[config.mk]
export PLATFORM = sky130hd
export DESIGN_NAME = motion_bbox_flat
export DESIGN_NICKNAME = d
export VERILOG_FILES = /design/src/rtl/motion_pkg.sv /design/src/rtl/motion_bbox_if.sv /design/src/rtl/motion_bbox_run_filter.sv /design/src/rtl/motion_bbox.sv /design/src/flat_wrapper.sv
export SDC_FILE = /design/constraint.sdc
export NUM_CORES = 1
export LEC_CHECK = 0
export BUFFER_PORTS_ARGS = -buffer_cell sky130_fd_sc_hd__buf_4
export CAP_MARGIN = 40
export CORE_AREA = 2 2 173 107
export CTS_CLUSTER_SIZE = 24
export DETAILED_ROUTE_END_ITERATION = 8
export DIE_AREA = 0 0 175 109
export PLACE_DENSITY_LB_ADDON = 0.05
export SYNTH_ARGS = -nofsm -noshare
export SYNTH_HDL_FRONTEND = slang
export SYNTH_SLANG_ARGS = --single-unit
[constraint.sdc]
create_clock -name clk -period 7.9 [get_ports clk]
set_input_delay 0.79 -clock clk [delete_from_list [all_inputs] [get_ports clk]]
set_output_delay 0.79 -clock clk [all_outputs]
set_load 0.02 [all_outputs]
[src/rtl/motion_pkg.sv]
// Shared types and defaults for the motion bounding-box tracker.
// FSM state encoding plus default widths and run length.
package motion_pkg;

  typedef enum logic [1:0] {
    IDLE    = 2'd0,
    ACCUM   = 2'd1,
    PUBLISH = 2'd2
  } state_e;

  localparam int DATA_WIDTH_DEF = 10;
  localparam int X_WIDTH_DEF    = 10;
  localparam int Y_WIDTH_DEF    = 10;
  localparam int CNT_WIDTH_DEF  = 20;
  localparam int RUN_MIN_DEF    = 3;
  localparam int RUN_WIDTH      = 3;

endpackage

[src/rtl/motion_bbox_if.sv]
// Pixel stream from the delta-frame stage into the bbox tracker.
// Ports: pix_valid, sof, eol, eof, mask_in; master drives, slave consumes.
interface motion_bbox_if
  import motion_pkg::*;
#(
  parameter int DATA_WIDTH = DATA_WIDTH_DEF
) ();

  logic                  pix_valid;
  logic                  sof;
  logic                  eol;
  logic                  eof;
  logic [DATA_WIDTH-1:0] mask_in;

  modport master (
    output pix_valid,
    output sof,
    output eol,
    output eof,
    output mask_in
  );

  modport slave (
    input pix_valid,
    input sof,
    input eol,
    input eof,
    input mask_in
  );

endinterface

[src/rtl/motion_bbox_run_filter.sv]
// Horizontal run filter: accepts a hit once RUN_MIN consecutive hits seen.
// In: en/hit/sof/eol of the processed pixel. Out: accept, qualify (run start).
module bbox_run_filter
  import motion_pkg::*;
#(
  parameter int RUN_MIN = RUN_MIN_DEF
) (
  input  logic clk,
  input  logic aresetn,
  input  logic en,
  input  logic hit,
  input  logic sof,
  input  logic eol,
  output logic accept,
  output logic qualify
);

  localparam logic [RUN_WIDTH:0] RMIN =
    (RUN_WIDTH+1)'(RUN_MIN);

  logic [RUN_WIDTH-1:0] run_q;
  logic [RUN_WIDTH-1:0] run_d;
  logic [RUN_WIDTH-1:0] run_base;
  logic [RUN_WIDTH:0]   run_inc;

  always_comb begin
    run_base = sof ? '0 : run_q;
    run_inc  = {1'b0, run_base} + 1'b1;
    accept   = en && hit && (run_inc >= RMIN);
    // run saturates at RUN_MIN, so equality marks the first qualifying hit
    qualify  = accept && (run_inc == RMIN);
    run_d    = run_q;
    if (en) begin
      if (!hit || eol) begin
        run_d = '0;
      end else if (run_inc >= RMIN) begin
        run_d = RMIN[RUN_WIDTH-1:0];
      end else begin
        run_d = run_inc[RUN_WIDTH-1:0];
      end
    end
  end

  always_ff @(posedge clk or negedge aresetn) begin
    if (!aresetn) begin
      run_q <= '0;
    end else begin
      run_q <= run_d;
    end
  end

endmodule

[src/rtl/motion_bbox.sv]
// Per-frame bounding box, centre and pixel count of the motion mask.
// Ports: clk, aresetn, pix (stream slave), min_count; box/centre/count/flags out.
module motion_bbox
  import motion_pkg::*;
#(
  parameter int DATA_WIDTH = DATA_WIDTH_DEF,
  parameter int X_WIDTH    = X_WIDTH_DEF,
  parameter int Y_WIDTH    = Y_WIDTH_DEF,
  parameter int CNT_WIDTH  = CNT_WIDTH_DEF,
  parameter int RUN_MIN    = RUN_MIN_DEF
) (
  input  logic                 clk,
  input  logic                 aresetn,
  motion_bbox_if.slave         pix,
  input  logic [CNT_WIDTH-1:0] min_count,
  output logic [X_WIDTH-1:0]   box_x0,
  output logic [X_WIDTH-1:0]   box_x1,
  output logic [Y_WIDTH-1:0]   box_y0,
  output logic [Y_WIDTH-1:0]   box_y1,
  output logic [X_WIDTH-1:0]   center_x,
  output logic [Y_WIDTH-1:0]   center_y,
  output logic [CNT_WIDTH-1:0] pix_count,
  output logic                 box_valid,
  output logic                 frame_done,
  output logic                 frame_err
);

  state_e state_q, state_d;

  logic proc, publish, restart_err;
  logic hit, line_end, accept, qualify;
  logic sat, has_base, pub_valid;
  logic unused_mask;

  logic [X_WIDTH-1:0] x_q, x_d, cur_x;
  logic [X_WIDTH-1:0] run_start, lo_x;
  logic [X_WIDTH-1:0] min_x_q, min_x_d;
  logic [X_WIDTH-1:0] max_x_q, max_x_d;
  logic [Y_WIDTH-1:0] y_q, y_d, cur_y;
  logic [Y_WIDTH-1:0] min_y_q, min_y_d;
  logic [Y_WIDTH-1:0] max_y_q, max_y_d;

  logic [CNT_WIDTH-1:0] cnt_q, cnt_d;
  logic [CNT_WIDTH-1:0] cnt_base, cnt_add;
  logic [CNT_WIDTH:0]   cnt_sum;
  logic [CNT_WIDTH-1:0] min_cnt_q, min_cnt_d;
  logic                 has_hit_q, has_hit_d;
  logic                 err_q, err_d;

  logic [X_WIDTH-1:0]   box_x0_q, box_x0_d;
  logic [X_WIDTH-1:0]   box_x1_q, box_x1_d;
  logic [Y_WIDTH-1:0]   box_y0_q, box_y0_d;
  logic [Y_WIDTH-1:0]   box_y1_q, box_y1_d;
  logic [X_WIDTH-1:0]   ctr_x_q, ctr_x_d;
  logic [Y_WIDTH-1:0]   ctr_y_q, ctr_y_d;
  logic [CNT_WIDTH-1:0] pix_count_q, pix_count_d;
  logic                 box_valid_q, box_valid_d;
  logic                 frame_done_q, frame_done_d;
  logic                 frame_err_q, frame_err_d;
  logic [X_WIDTH-1:0]   pub_x0, pub_x1;
  logic [Y_WIDTH-1:0]   pub_y0, pub_y1;
  logic [X_WIDTH:0]     sum_x;
  logic [Y_WIDTH:0]     sum_y;

  assign hit         = pix.mask_in[DATA_WIDTH-1];
  assign unused_mask = ^pix.mask_in[DATA_WIDTH-2:0];
  // eof without eol still closes the line
  assign line_end    = pix.eol || pix.eof;

  bbox_run_filter #(
    .RUN_MIN (RUN_MIN)
  ) u_filter (
    .clk     (clk),
    .aresetn (aresetn),
    .en      (proc),
    .hit     (hit),
    .sof     (pix.sof),
    .eol     (line_end),
    .accept  (accept),
    .qualify (qualify)
  );

  always_ff @(posedge clk or negedge aresetn) begin
    if (!aresetn) begin
      state_q <= IDLE;
    end else begin
      state_q <= state_d;
    end
  end

  always_comb begin
    state_d = state_q;
    unique case (state_q)
      IDLE: begin
        if (pix.pix_valid && pix.sof) begin
          state_d = pix.eof ? PUBLISH : ACCUM;
        end
      end
      ACCUM: begin
        if (pix.pix_valid && pix.eof) begin
          state_d = PUBLISH;
        end
      end
      PUBLISH: begin
        if (pix.pix_valid && pix.sof) begin
          state_d = pix.eof ? PUBLISH : ACCUM;
        end else begin
          state_d = IDLE;
        end
      end
      default: state_d = IDLE;
    endcase
  end

  always_comb begin
    proc        = 1'b0;
    publish     = 1'b0;
    restart_err = 1'b0;
    unique case (state_q)
      IDLE: begin
        proc = pix.pix_valid && pix.sof;
      end
      ACCUM: begin
        proc        = pix.pix_valid;
        restart_err = pix.pix_valid && pix.sof;
      end
      PUBLISH: begin
        publish = 1'b1;
        proc    = pix.pix_valid && pix.sof;
      end
      default: ;
    endcase
  end

  // sof restarts the frame at (0,0) with empty accumulators
  always_comb begin
    cur_x     = pix.sof ? '0 : x_q;
    cur_y     = pix.sof ? '0 : y_q;
    cnt_base  = pix.sof ? '0 : cnt_q;
    has_base  = pix.sof ? 1'b0 : has_hit_q;
    run_start = cur_x - X_WIDTH'(RUN_MIN - 1);
    lo_x      = qualify ? run_start : cur_x;
    cnt_add   = qualify ? CNT_WIDTH'(RUN_MIN)
                        : CNT_WIDTH'(1);
    cnt_sum   = {1'b0, cnt_base} + {1'b0, cnt_add};
    sat       = 1'b0;
    x_d       = x_q;
    y_d       = y_q;
    min_x_d   = min_x_q;
    max_x_d   = max_x_q;
    min_y_d   = min_y_q;
    max_y_d   = max_y_q;
    cnt_d     = cnt_q;
    has_hit_d = has_hit_q;
    min_cnt_d = min_cnt_q;
    err_d     = err_q;
    if (proc) begin
      y_d = cur_y;
      if (line_end) begin
        x_d = '0;
        if (!pix.eof) begin
          if (&cur_y) sat = 1'b1;
          else        y_d = cur_y + 1'b1;
        end
      end else begin
        if (&cur_x) begin
          sat = 1'b1;
          x_d = cur_x;
        end else begin
          x_d = cur_x + 1'b1;
        end
      end
      err_d     = (pix.sof ? 1'b0 : err_q) | sat;
      cnt_d     = cnt_base;
      has_hit_d = has_base;
      if (accept) begin
        has_hit_d = 1'b1;
        cnt_d     = cnt_sum[CNT_WIDTH] ? '1
                                       : cnt_sum[CNT_WIDTH-1:0];
        if (!has_base) begin
          min_x_d = lo_x;
          max_x_d = cur_x;
          min_y_d = cur_y;
          max_y_d = cur_y;
        end else begin
          if (lo_x < min_x_q)  min_x_d = lo_x;
          if (cur_x > max_x_q) max_x_d = cur_x;
          if (cur_y < min_y_q) min_y_d = cur_y;
          if (cur_y > max_y_q) max_y_d = cur_y;
        end
      end
      if (pix.eof) min_cnt_d = min_count;
    end
  end

  always_comb begin
    pub_valid    = has_hit_q && (cnt_q >= min_cnt_q);
    pub_x0       = pub_valid ? min_x_q : '0;
    pub_x1       = pub_valid ? max_x_q : '0;
    pub_y0       = pub_valid ? min_y_q : '0;
    pub_y1       = pub_valid ? max_y_q : '0;
    sum_x        = {1'b0, pub_x0} + {1'b0, pub_x1};
    sum_y        = {1'b0, pub_y0} + {1'b0, pub_y1};
    box_x0_d     = box_x0_q;
    box_x1_d     = box_x1_q;
    box_y0_d     = box_y0_q;
    box_y1_d     = box_y1_q;
    ctr_x_d      = ctr_x_q;
    ctr_y_d      = ctr_y_q;
    pix_count_d  = pix_count_q;
    box_valid_d  = box_valid_q;
    frame_done_d = publish;
    frame_err_d  = (publish && err_q) || restart_err;
    if (publish) begin
      box_x0_d    = pub_x0;
      box_x1_d    = pub_x1;
      box_y0_d    = pub_y0;
      box_y1_d    = pub_y1;
      ctr_x_d     = sum_x[X_WIDTH:1];
      ctr_y_d     = sum_y[Y_WIDTH:1];
      pix_count_d = cnt_q;
      box_valid_d = pub_valid;
    end
  end

  always_ff @(posedge clk or negedge aresetn) begin
    if (!aresetn) begin
      x_q          <= '0;
      y_q          <= '0;
      min_x_q      <= '0;
      max_x_q      <= '0;
      min_y_q      <= '0;
      max_y_q      <= '0;
      cnt_q        <= '0;
      has_hit_q    <= 1'b0;
      min_cnt_q    <= '0;
      err_q        <= 1'b0;
      box_x0_q     <= '0;
      box_x1_q     <= '0;
      box_y0_q     <= '0;
      box_y1_q     <= '0;
      ctr_x_q      <= '0;
      ctr_y_q      <= '0;
      pix_count_q  <= '0;
      box_valid_q  <= 1'b0;
      frame_done_q <= 1'b0;
      frame_err_q  <= 1'b0;
    end else begin
      x_q          <= x_d;
      y_q          <= y_d;
      min_x_q      <= min_x_d;
      max_x_q      <= max_x_d;
      min_y_q      <= min_y_d;
      max_y_q      <= max_y_d;
      cnt_q        <= cnt_d;
      has_hit_q    <= has_hit_d;
      min_cnt_q    <= min_cnt_d;
      err_q        <= err_d;
      box_x0_q     <= box_x0_d;
      box_x1_q     <= box_x1_d;
      box_y0_q     <= box_y0_d;
      box_y1_q     <= box_y1_d;
      ctr_x_q      <= ctr_x_d;
      ctr_y_q      <= ctr_y_d;
      pix_count_q  <= pix_count_d;
      box_valid_q  <= box_valid_d;
      frame_done_q <= frame_done_d;
      frame_err_q  <= frame_err_d;
    end
  end

  assign box_x0     = box_x0_q;
  assign box_x1     = box_x1_q;
  assign box_y0     = box_y0_q;
  assign box_y1     = box_y1_q;
  assign center_x   = ctr_x_q;
  assign center_y   = ctr_y_q;
  assign pix_count  = pix_count_q;
  assign box_valid  = box_valid_q;
  assign frame_done = frame_done_q;
  assign frame_err  = frame_err_q;

endmodule

[src/flat_wrapper.sv]
// flat-port wrapper written by rule: the top's interface ports become plain ports
module motion_bbox_flat import motion_pkg::*;
#(
  parameter int DATA_WIDTH = DATA_WIDTH_DEF,
  parameter int X_WIDTH    = X_WIDTH_DEF,
  parameter int Y_WIDTH    = Y_WIDTH_DEF,
  parameter int CNT_WIDTH  = CNT_WIDTH_DEF,
  parameter int RUN_MIN    = RUN_MIN_DEF
)
  (clk, aresetn, min_count, box_x0, box_x1, box_y0, box_y1, center_x, center_y, pix_count, box_valid, frame_done, frame_err, pix_pix_valid, pix_sof, pix_eol, pix_eof, pix_mask_in);
  motion_bbox_if #(.DATA_WIDTH(DATA_WIDTH)) pix_i ();
  input  logic clk;
  input  logic aresetn;
  input  logic [CNT_WIDTH-1:0] min_count;
  output logic [X_WIDTH-1:0] box_x0;
  output logic [X_WIDTH-1:0] box_x1;
  output logic [Y_WIDTH-1:0] box_y0;
  output logic [Y_WIDTH-1:0] box_y1;
  output logic [X_WIDTH-1:0] center_x;
  output logic [Y_WIDTH-1:0] center_y;
  output logic [CNT_WIDTH-1:0] pix_count;
  output logic box_valid;
  output logic frame_done;
  output logic frame_err;
  input wire logic [$bits(pix_i.pix_valid)-1:0] pix_pix_valid;
  input wire logic [$bits(pix_i.sof)-1:0] pix_sof;
  input wire logic [$bits(pix_i.eol)-1:0] pix_eol;
  input wire logic [$bits(pix_i.eof)-1:0] pix_eof;
  input wire logic [$bits(pix_i.mask_in)-1:0] pix_mask_in;
  assign pix_i.pix_valid = pix_pix_valid;
  assign pix_i.sof = pix_sof;
  assign pix_i.eol = pix_eol;
  assign pix_i.eof = pix_eof;
  assign pix_i.mask_in = pix_mask_in;
  motion_bbox #(.DATA_WIDTH(DATA_WIDTH), .X_WIDTH(X_WIDTH), .Y_WIDTH(Y_WIDTH), .CNT_WIDTH(CNT_WIDTH), .RUN_MIN(RUN_MIN)) u_core (.clk(clk), .aresetn(aresetn), .pix(pix_i), .min_count(min_count), .box_x0(box_x0), .box_x1(box_x1), .box_y0(box_y0), .box_y1(box_y1), .center_x(center_x), .center_y(center_y), .pix_count(pix_count), .box_valid(box_valid), .frame_done(frame_done), .frame_err(frame_err));
endmodule
==> flow_metrics.env, run 1 <==
export IMPL_cts_resized=0
export IMPL_yosys_warnings=0
export IMPL_die_area_um2=19100
export IMPL_p_seq_frac=0.483
export IMPL_p_int_mw=1.55
export IMPL_yosysSeqAreaShare=0.431
export IMPL_grt_overflow_total=0
export IMPL_fp_row_count=38
export IMPL_p_leak_nw=6.40
export IMPL_ant_nets=0
export IMPL_grt_use_total=0.283
export IMPL_end_kind="flip-flop"
export IMPL_drive_gt1_frac=0.180
export IMPL_layoutNonFillerInstCount=1512
export IMPL_status="completed"
export IMPL_layout_commonest_cell="dfrtp_1"
export IMPL_power_density_nw_per_um2=170
export IMPL_design_area_um2=12700
export IMPL_ys_types=72
export IMPL_gp_congestion=0.813
export IMPL_netlist_area_um2=11000
export IMPL_clock_latency_ps=450
export IMPL_ctsHoldBuffers=0
export IMPL_route_detailed_drc=0
export IMPL_maxCapViolations=0
export IMPL_finalHoldViolCount=0
export IMPL_multiInputGateArea_um2=5730
export IMPL_crit_fanout=60
export IMPL_area_growth_syn_to_layout_pct=14.8
export IMPL_synthFlopType="dfrtp_1"
export IMPL_ys_ff_latch=190
export IMPL_antenna_cells=0
export IMPL_syn_area_per_cell_um2=9.45
export IMPL_placedCellCount=1480
export IMPL_drt_wl_total_mm=25.5
export IMPL_grt_setup_unrepaired="no"
export IMPL_final_nets=1381
export IMPL_ys_async_sr_fraction=1.00
export IMPL_numCtsBuffers=17
export IMPL_routed_via_density=5.75
export IMPL_critPathArrivalTime_ps=4910
export IMPL_worst_setup_path_type="primary input to flip-flop"
export IMPL_seqCellArea_um2=4750
export IMPL_num_vias=8692
export IMPL_wl_met3_mm=1.45
export IMPL_grt_max_degree=70
export IMPL_p_comb_frac=0.118
export IMPL_hpwl_mm=18.3
export IMPL_grt_pass1_vias=8395
export IMPL_clockBufferDepth=2
export IMPL_die_w_um=175
export IMPL_grt_pass1_wl_mm=42.8
export IMPL_post_cts_buffers=0
export IMPL_synth_edff_count=0
export IMPL_antenna_found_initial=0
export IMPL_nFillCells=1376
export IMPL_clkPwrFrac=0.399
export IMPL_cts_tree="built"
export IMPL_core_um2=17600
export IMPL_drt_iter0_markers=786
export IMPL_min_period_ps=4580
export IMPL_setup_violations=0
export IMPL_synth_cells=1168
export IMPL_drtPass1Iterations=5
export IMPL_layout_common_cells="dfrtp_1, nand2_1, buf_4"
export IMPL_final_max_slew_violation_count=0
export IMPL_fin_worst_skew_ps=10.7
export IMPL_power_mw=2.15
export IMPL_drt_met1_wl_mm=12.9
export IMPL_start_util=0.626
export IMPL_cts_root_buf="clkbuf_16"
export IMPL_fin_setup_tns_ps=0
export IMPL_wl_per_cell_um=16.8
export IMPL_dr_max_layer_used="met4"
export IMPL_switching_share=0.278
export IMPL_relSlewSlack=0.337
export IMPL_hold_class="primary input to async pin"
export IMPL_cts_sinks=190
export IMPL_clkTransAtPathRegs_ps=70
export IMPL_finalCritPeriodShare=0.580
export IMPL_die_h_um=109
export IMPL_syn_nets=1290
export IMPL_num_io_pins=119
export IMPL_tightestPinTransition_ps=995
export IMPL_placed_area_um2=12100
export IMPL_wl_met2_mm=10.9
export IMPL_power_switching_mw=0.599
export IMPL_peakVddDrop_mv=0.150
export IMPL_cts_max_level=4
export IMPL_max_freq_ghz=0.218
export IMPL_critPathRequiredTime_ps=8230
export IMPL_critPathLaunchType="primary input"
export IMPL_io_buffers=109
cells by family (layout without fill, tap and decap cells):
logic type | after synthesis | after routing | share of synthesized area
compound gates | 251 | 251 | 0.154
xor+xnor | 35 | 35 | 0.0278
fa+ha+maj | 86 | 86 | 0.0995
buf+inv | 143 | 247 | 0.0502
flops | 190 | 190 | 0.431
mux | 58 | 58 | 0.0584
simple gates | 405 | 405 | 0.179
final timing paths:
path / from / endpoint / slack, ps / cells past startpoint
max: pix_sof / u_core.min_x_q[2] / 3320 / 14
min: aresetn / u_core.min_cnt_q[5] / 330 / 1
max reg2reg: u_core.cnt_q[13] / u_core.center_x[9] / 3410 / 16
min reg2reg: u_core.center_x[0] / u_core.center_x[0] / 480 / 2
max in group asynchronous: aresetn / u_core.box_x1[5] / 6430 / 2
min in group clk: u_core.center_x[0] / u_core.center_x[0] / 480 / 2
power by group through the flow:
stage          Combinational (mW)  Clock [mW]  Sequential, mW
2_1_floorplan               0.151           0            1.06
3_3_place_gp                0.243           0            1.06
3_5_place_dp                0.255           0            1.06
4_1_cts                     0.256       0.875            1.04
5_1_grt                     0.291       0.916            1.05
6_report                    0.255       0.858            1.04
sequential cells by signal, indices dropped and copies added (netlist names):
name and count:
u_core.frame_err 1, u_core.min_x_q 10, u_core.box_valid 1, u_core.min_y_q 10, u_core.max_y_q 10, u_core.cnt_q 20, u_core.x_q 10, u_core.box_y0 10
u_core.has_hit_q 1, u_core.box_y1 10, u_core.state_q 2, u_core.center_x 10, u_core.box_x0 10, u_core.min_cnt_q 20, u_core.center_y 10, u_core.u_filter.run_q 3
u_core.box_x1 10, u_core.max_x_q 10, u_core.err_q 1, u_core.frame_done 1, u_core.pix_count 20, u_core.y_q 10
critical path, stage by stage:
cell	delay, ps
buf_4	470
and2b_1	300
o21a_1	620
and4_1	460
nand3b_1	230
nor4_2	230
xnor2_1	180
ha_1	300
a21oi_1	130
nand2_1	60
a21oi_1	150
o31ai_1	130
a31oi_4	430
mux2_2	390
metrics by stage:
| step | utilization | setup WS [ps] | hold WS, ps |
|---|---|---|---|
| finish | 0.718 | 3320 | 329 |
| global route | 0.718 | 3030 | 366 |
| CTS | 0.718 | 3380 | 343 |
| detailed placement | 0.685 | 2950 | 464 |
| global placement | 0.683 | 3000 | 462 |
| floorplan | - | 3280 | 450 |
cells in the mapped netlist (2+ instances only):
cell type	number	share of area
dfrtp_1	190	0.43
nand2_1	178	0.061
inv_1	91	0.031
o21ai_0	85	0.039
ha_1	83	0.094
nand3_1	54	0.024
mux2_2	51	0.052
clkbuf_1	43	0.015
a21oi_1	40	0.018
and2_1	37	0.021
nor2_1	32	0.011
nor3_1	25	0.011
a31oi_1	19	0.011
nand2b_1	19	0.011
xor2_1	18	0.014
xnor2_1	17	0.013
a21o_1	16	0.011
o31ai_1	16	0.011
nand4_1	13	0.0074
nor2b_1	13	0.0074
and3_1	11	0.0062
o211ai_1	11	0.0075
o21a_1	10	0.0068
a32o_1	7	0.0063
mux2i_1	7	0.0063
o21bai_1	6	0.0041
a22o_1	5	0.0040
and4_1	5	0.0040
buf_2	5	0.0023
o21ai_1	5	0.0023
fa_1	3	0.0054
o22a_1	3	0.0024
a21boi_1	2	0.0014
a221oi_4	2	0.0048
a31o_2	2	0.0016
a41o_1	2	0.0018
and2b_1	2	0.0014
nand3_2	2	0.0018
nand3b_1	2	0.0014
o311a_1	2	0.0018
or2_2	2	0.0011
or3_1	2	0.0011
layer usage:
layer | global-route usage | vias to the layer above
li1 | - | 4254
met4 | 0.0792 | 0
met1 | 0.431 | 4165
met5 | 0 | -
met3 | 0.0530 | 19
met2 | 0.415 | 254
layout make-up:
cell class,instances,area share
well taps,240,0.0237
flip-flops and latches,190,0.375
clock inverters,15,0.0120
multi-input cells,835,0.453
repair buffers,123,0.0756
clock buffers,17,0.0336
inverters,92,0.0273
Power figures use the tool's default switching activity.
==> inputs of run 2 (changes only) <==
Settings changed: CORE_AREA 2 2 173 107 to 2 2 188 116, DIE_AREA 0 0 175 109 to 0 0 190 118.
Clock period 7.9 ns to 3.8 ns, I/O delays scaled along.
==> run 2 against run 1 <==
Cell count rose by 6.7%. Cell area rose by 6.7%. First-iteration DRC count fell by 32%. Non-clock buffer count rose by 62. Combinational power rose by 130%. Via count rose by 3.2%. Hold slack got worse by 190 ps. Register-to-register slack got worse by 3300 ps. Routed wire length rose by 8.4%. Clock power rose by 130%. Flip-flop and latch count did not move.
==> flow_metrics.env, run 2 (synthesis results as in run 1) <==
export IMPL_whs_ps=135
export IMPL_power_mw=4.71
export IMPL_final_nets=1443
export IMPL_timing_final_ws_setup_ps=144
export IMPL_finalHoldViolCount=0
export IMPL_route_detailed_drc=0
export IMPL_dpl_worst_slack_ps=-100
export IMPL_gp_congestion=0.858
export IMPL_die_area_um2=22400
export IMPL_worstHoldPathCells=3
export IMPL_power_density_nw_per_um2=348
export IMPL_ff2ff_setup_slack_ps=140
export IMPL_hpwl_mm=19.8
export IMPL_maxCapViolations=0
export IMPL_nFillCells=1682
export IMPL_startpoint="u_core.cnt_q[2]"
export IMPL_antenna_cells=0
export IMPL_setup_violations=0
export IMPL_relSlewSlack=0.496
export IMPL_num_vias=8972
export IMPL_grt_max_degree=79
export IMPL_routed_via_density=5.56
export IMPL_numCtsBuffers=17
export IMPL_hold_path_end="u_core.min_cnt_q[16]"
export IMPL_crit_fanout=8
export IMPL_cts_sinks=190
export IMPL_clkTransAtPathRegs_ps=80
export IMPL_fin_setup_tns_ps=0
export IMPL_status="completed"
export IMPL_grt_overflow_total=0
export IMPL_min_period_ps=3660
export IMPL_p_leak_nw=6.76
export IMPL_max_freq_ghz=0.274
export IMPL_num_io_pins=119
export IMPL_drtPass1Iterations=5
export IMPL_min_from="min_count[16]"
export IMPL_finalCritPeriodShare=0.962
export IMPL_timing_rr_end="u_core.center_y[7]"
export IMPL_grt_pass1_vias=8736
export IMPL_cts_root_buf="clkbuf_16"
export IMPL_critPathArrivalTime_ps=3990
export IMPL_layout_commonest_cell="dfrtp_1"
export IMPL_clockBufferDepth=2
export IMPL_drive_gt1_frac=0.243
export IMPL_cts_max_level=4
export IMPL_cts_tree="built"
export IMPL_wl_per_cell_um=17.1
export IMPL_worst_setup_path_type="flip-flop to flip-flop"
export IMPL_layout_common_cells="dfrtp_1, nand2_1, buf_4"
export IMPL_tightestPinTransition_ps=756
export IMPL_multiInputGateArea_um2=5960
export IMPL_grt_pass1_wl_mm=45.8
export IMPL_clock_latency_ps=440
export IMPL_fin_worst_skew_ps=8.63
export IMPL_grt_use_total=0.255
export IMPL_critPathLaunchType="flip-flop"
export IMPL_drt_wl_total_mm=27.6
export IMPL_ant_nets=0
export IMPL_hold_class="primary input to flip-flop"
export IMPL_io_buffers=109
export IMPL_critPathRequiredTime_ps=4140
export IMPL_core_um2=20700
export IMPL_fp_row_count=41
export IMPL_drt_iter0_markers=531
export IMPL_die_h_um=118
export IMPL_peakVddDrop_mv=0.307
export IMPL_die_w_um=190
export IMPL_final_max_slew_violation_count=0
export IMPL_timing_rr_start="u_core.cnt_q[2]"
export IMPL_area_growth_syn_to_layout_pct=22.5
export IMPL_reg2regPathDepth=16
export IMPL_seqCellArea_um2=4750
export IMPL_start_util=0.534
export IMPL_antenna_found_initial=0
export IMPL_final_util=0.654
export IMPL_end_kind="flip-flop"
run 2: changes by cell type in the layout (fill, tap and decap cells not counted), moves of 4 or more:
cell,delta
mux2_2,-10
ha_4,+6
o21ai_0,-5
ha_1,-6
o21ai_1,+4
a21oi_2,+6
and2_1,-8
mux2_4,+10
a21oi_1,-6
buf_4,+56
and2_4,+8
run 2: layout make-up:
class | count | area share
Inverter | 92 | 0.0255
Sequential cell | 190 | 0.352
Clock inverter | 15 | 0.0156
Timing Repair Buffer | 185 | 0.109
Multi-Input combinational cell | 835 | 0.441
Clock buffer | 17 | 0.0315
Tap cell | 279 | 0.0258
run 2: worst max path at each step:
stage,end,slack [ps]
final,u_core.center_y[7],140
after global routing,u_core.center_y[8],-80
after CTS,u_core.center_x[9],-20
after detailed placement,u_core.center_x[9],-100
after global placement,u_core.center_x[9],-50
after floorplan,u_core.min_x_q[0],-10
run 2: critical path: stages, from the launching register on:
cell and delay [ps]:
dfrtp_1 420, ha_4 230, a211o_1 280, a31oi_1 160, o311a_1 280, o221ai_4 210, buf_12 190, and2_4 160
ha_4 230, nor2b_2 150, o21ai_2 150, a21oi_2 80, o21ai_1 180, a21oi_1 110, o21a_1 210, or3_1 300
a31o_2 200
run 2: what timing repair did:
action | 4_1_cts | 5_1_grt
cloned | 0 | 0
hold buffers | 1 | 0
setup endpoints to repair | 3 | 8
buffers inserted | 0 | 2
hold endpoints to repair | 24 | 0
pin swaps | 2 | 19
gates resized for setup | 5 | 31
run 2: power breakdown:
part | internal, mW | total, mW | switching [mW]
clock network | 1.11 | 1.96 | 0.849
registers | 2.12 | 2.17 | 0.0460
logic | 0.217 | 0.581 | 0.365
total | 3.45 | 4.71 | 1.26
run 2: metrics by stage:
step	instance area, µm²	cells
6_report	13500	1613
4_1_cts	13300	1611
3_3_place_gp	12600	1576
3_5_place_dp	12700	1578
5_1_grt	13500	1613
2_1_floorplan	11200	1168
run 2: metal layers:
metal / vias to the layer above / part of all wire / wire length, µm / GRT usage
li1: 4373 / - / - / -
met1: 4324 / 0.52 / 14300 / 0.406
met2: 257 / 0.42 / 11500 / 0.354
met3: 18 / 0.057 / 1570 / 0.0522
met4: 0 / 0.0088 / 242 / 0.0523
met5: - / 0 / 0 / 0
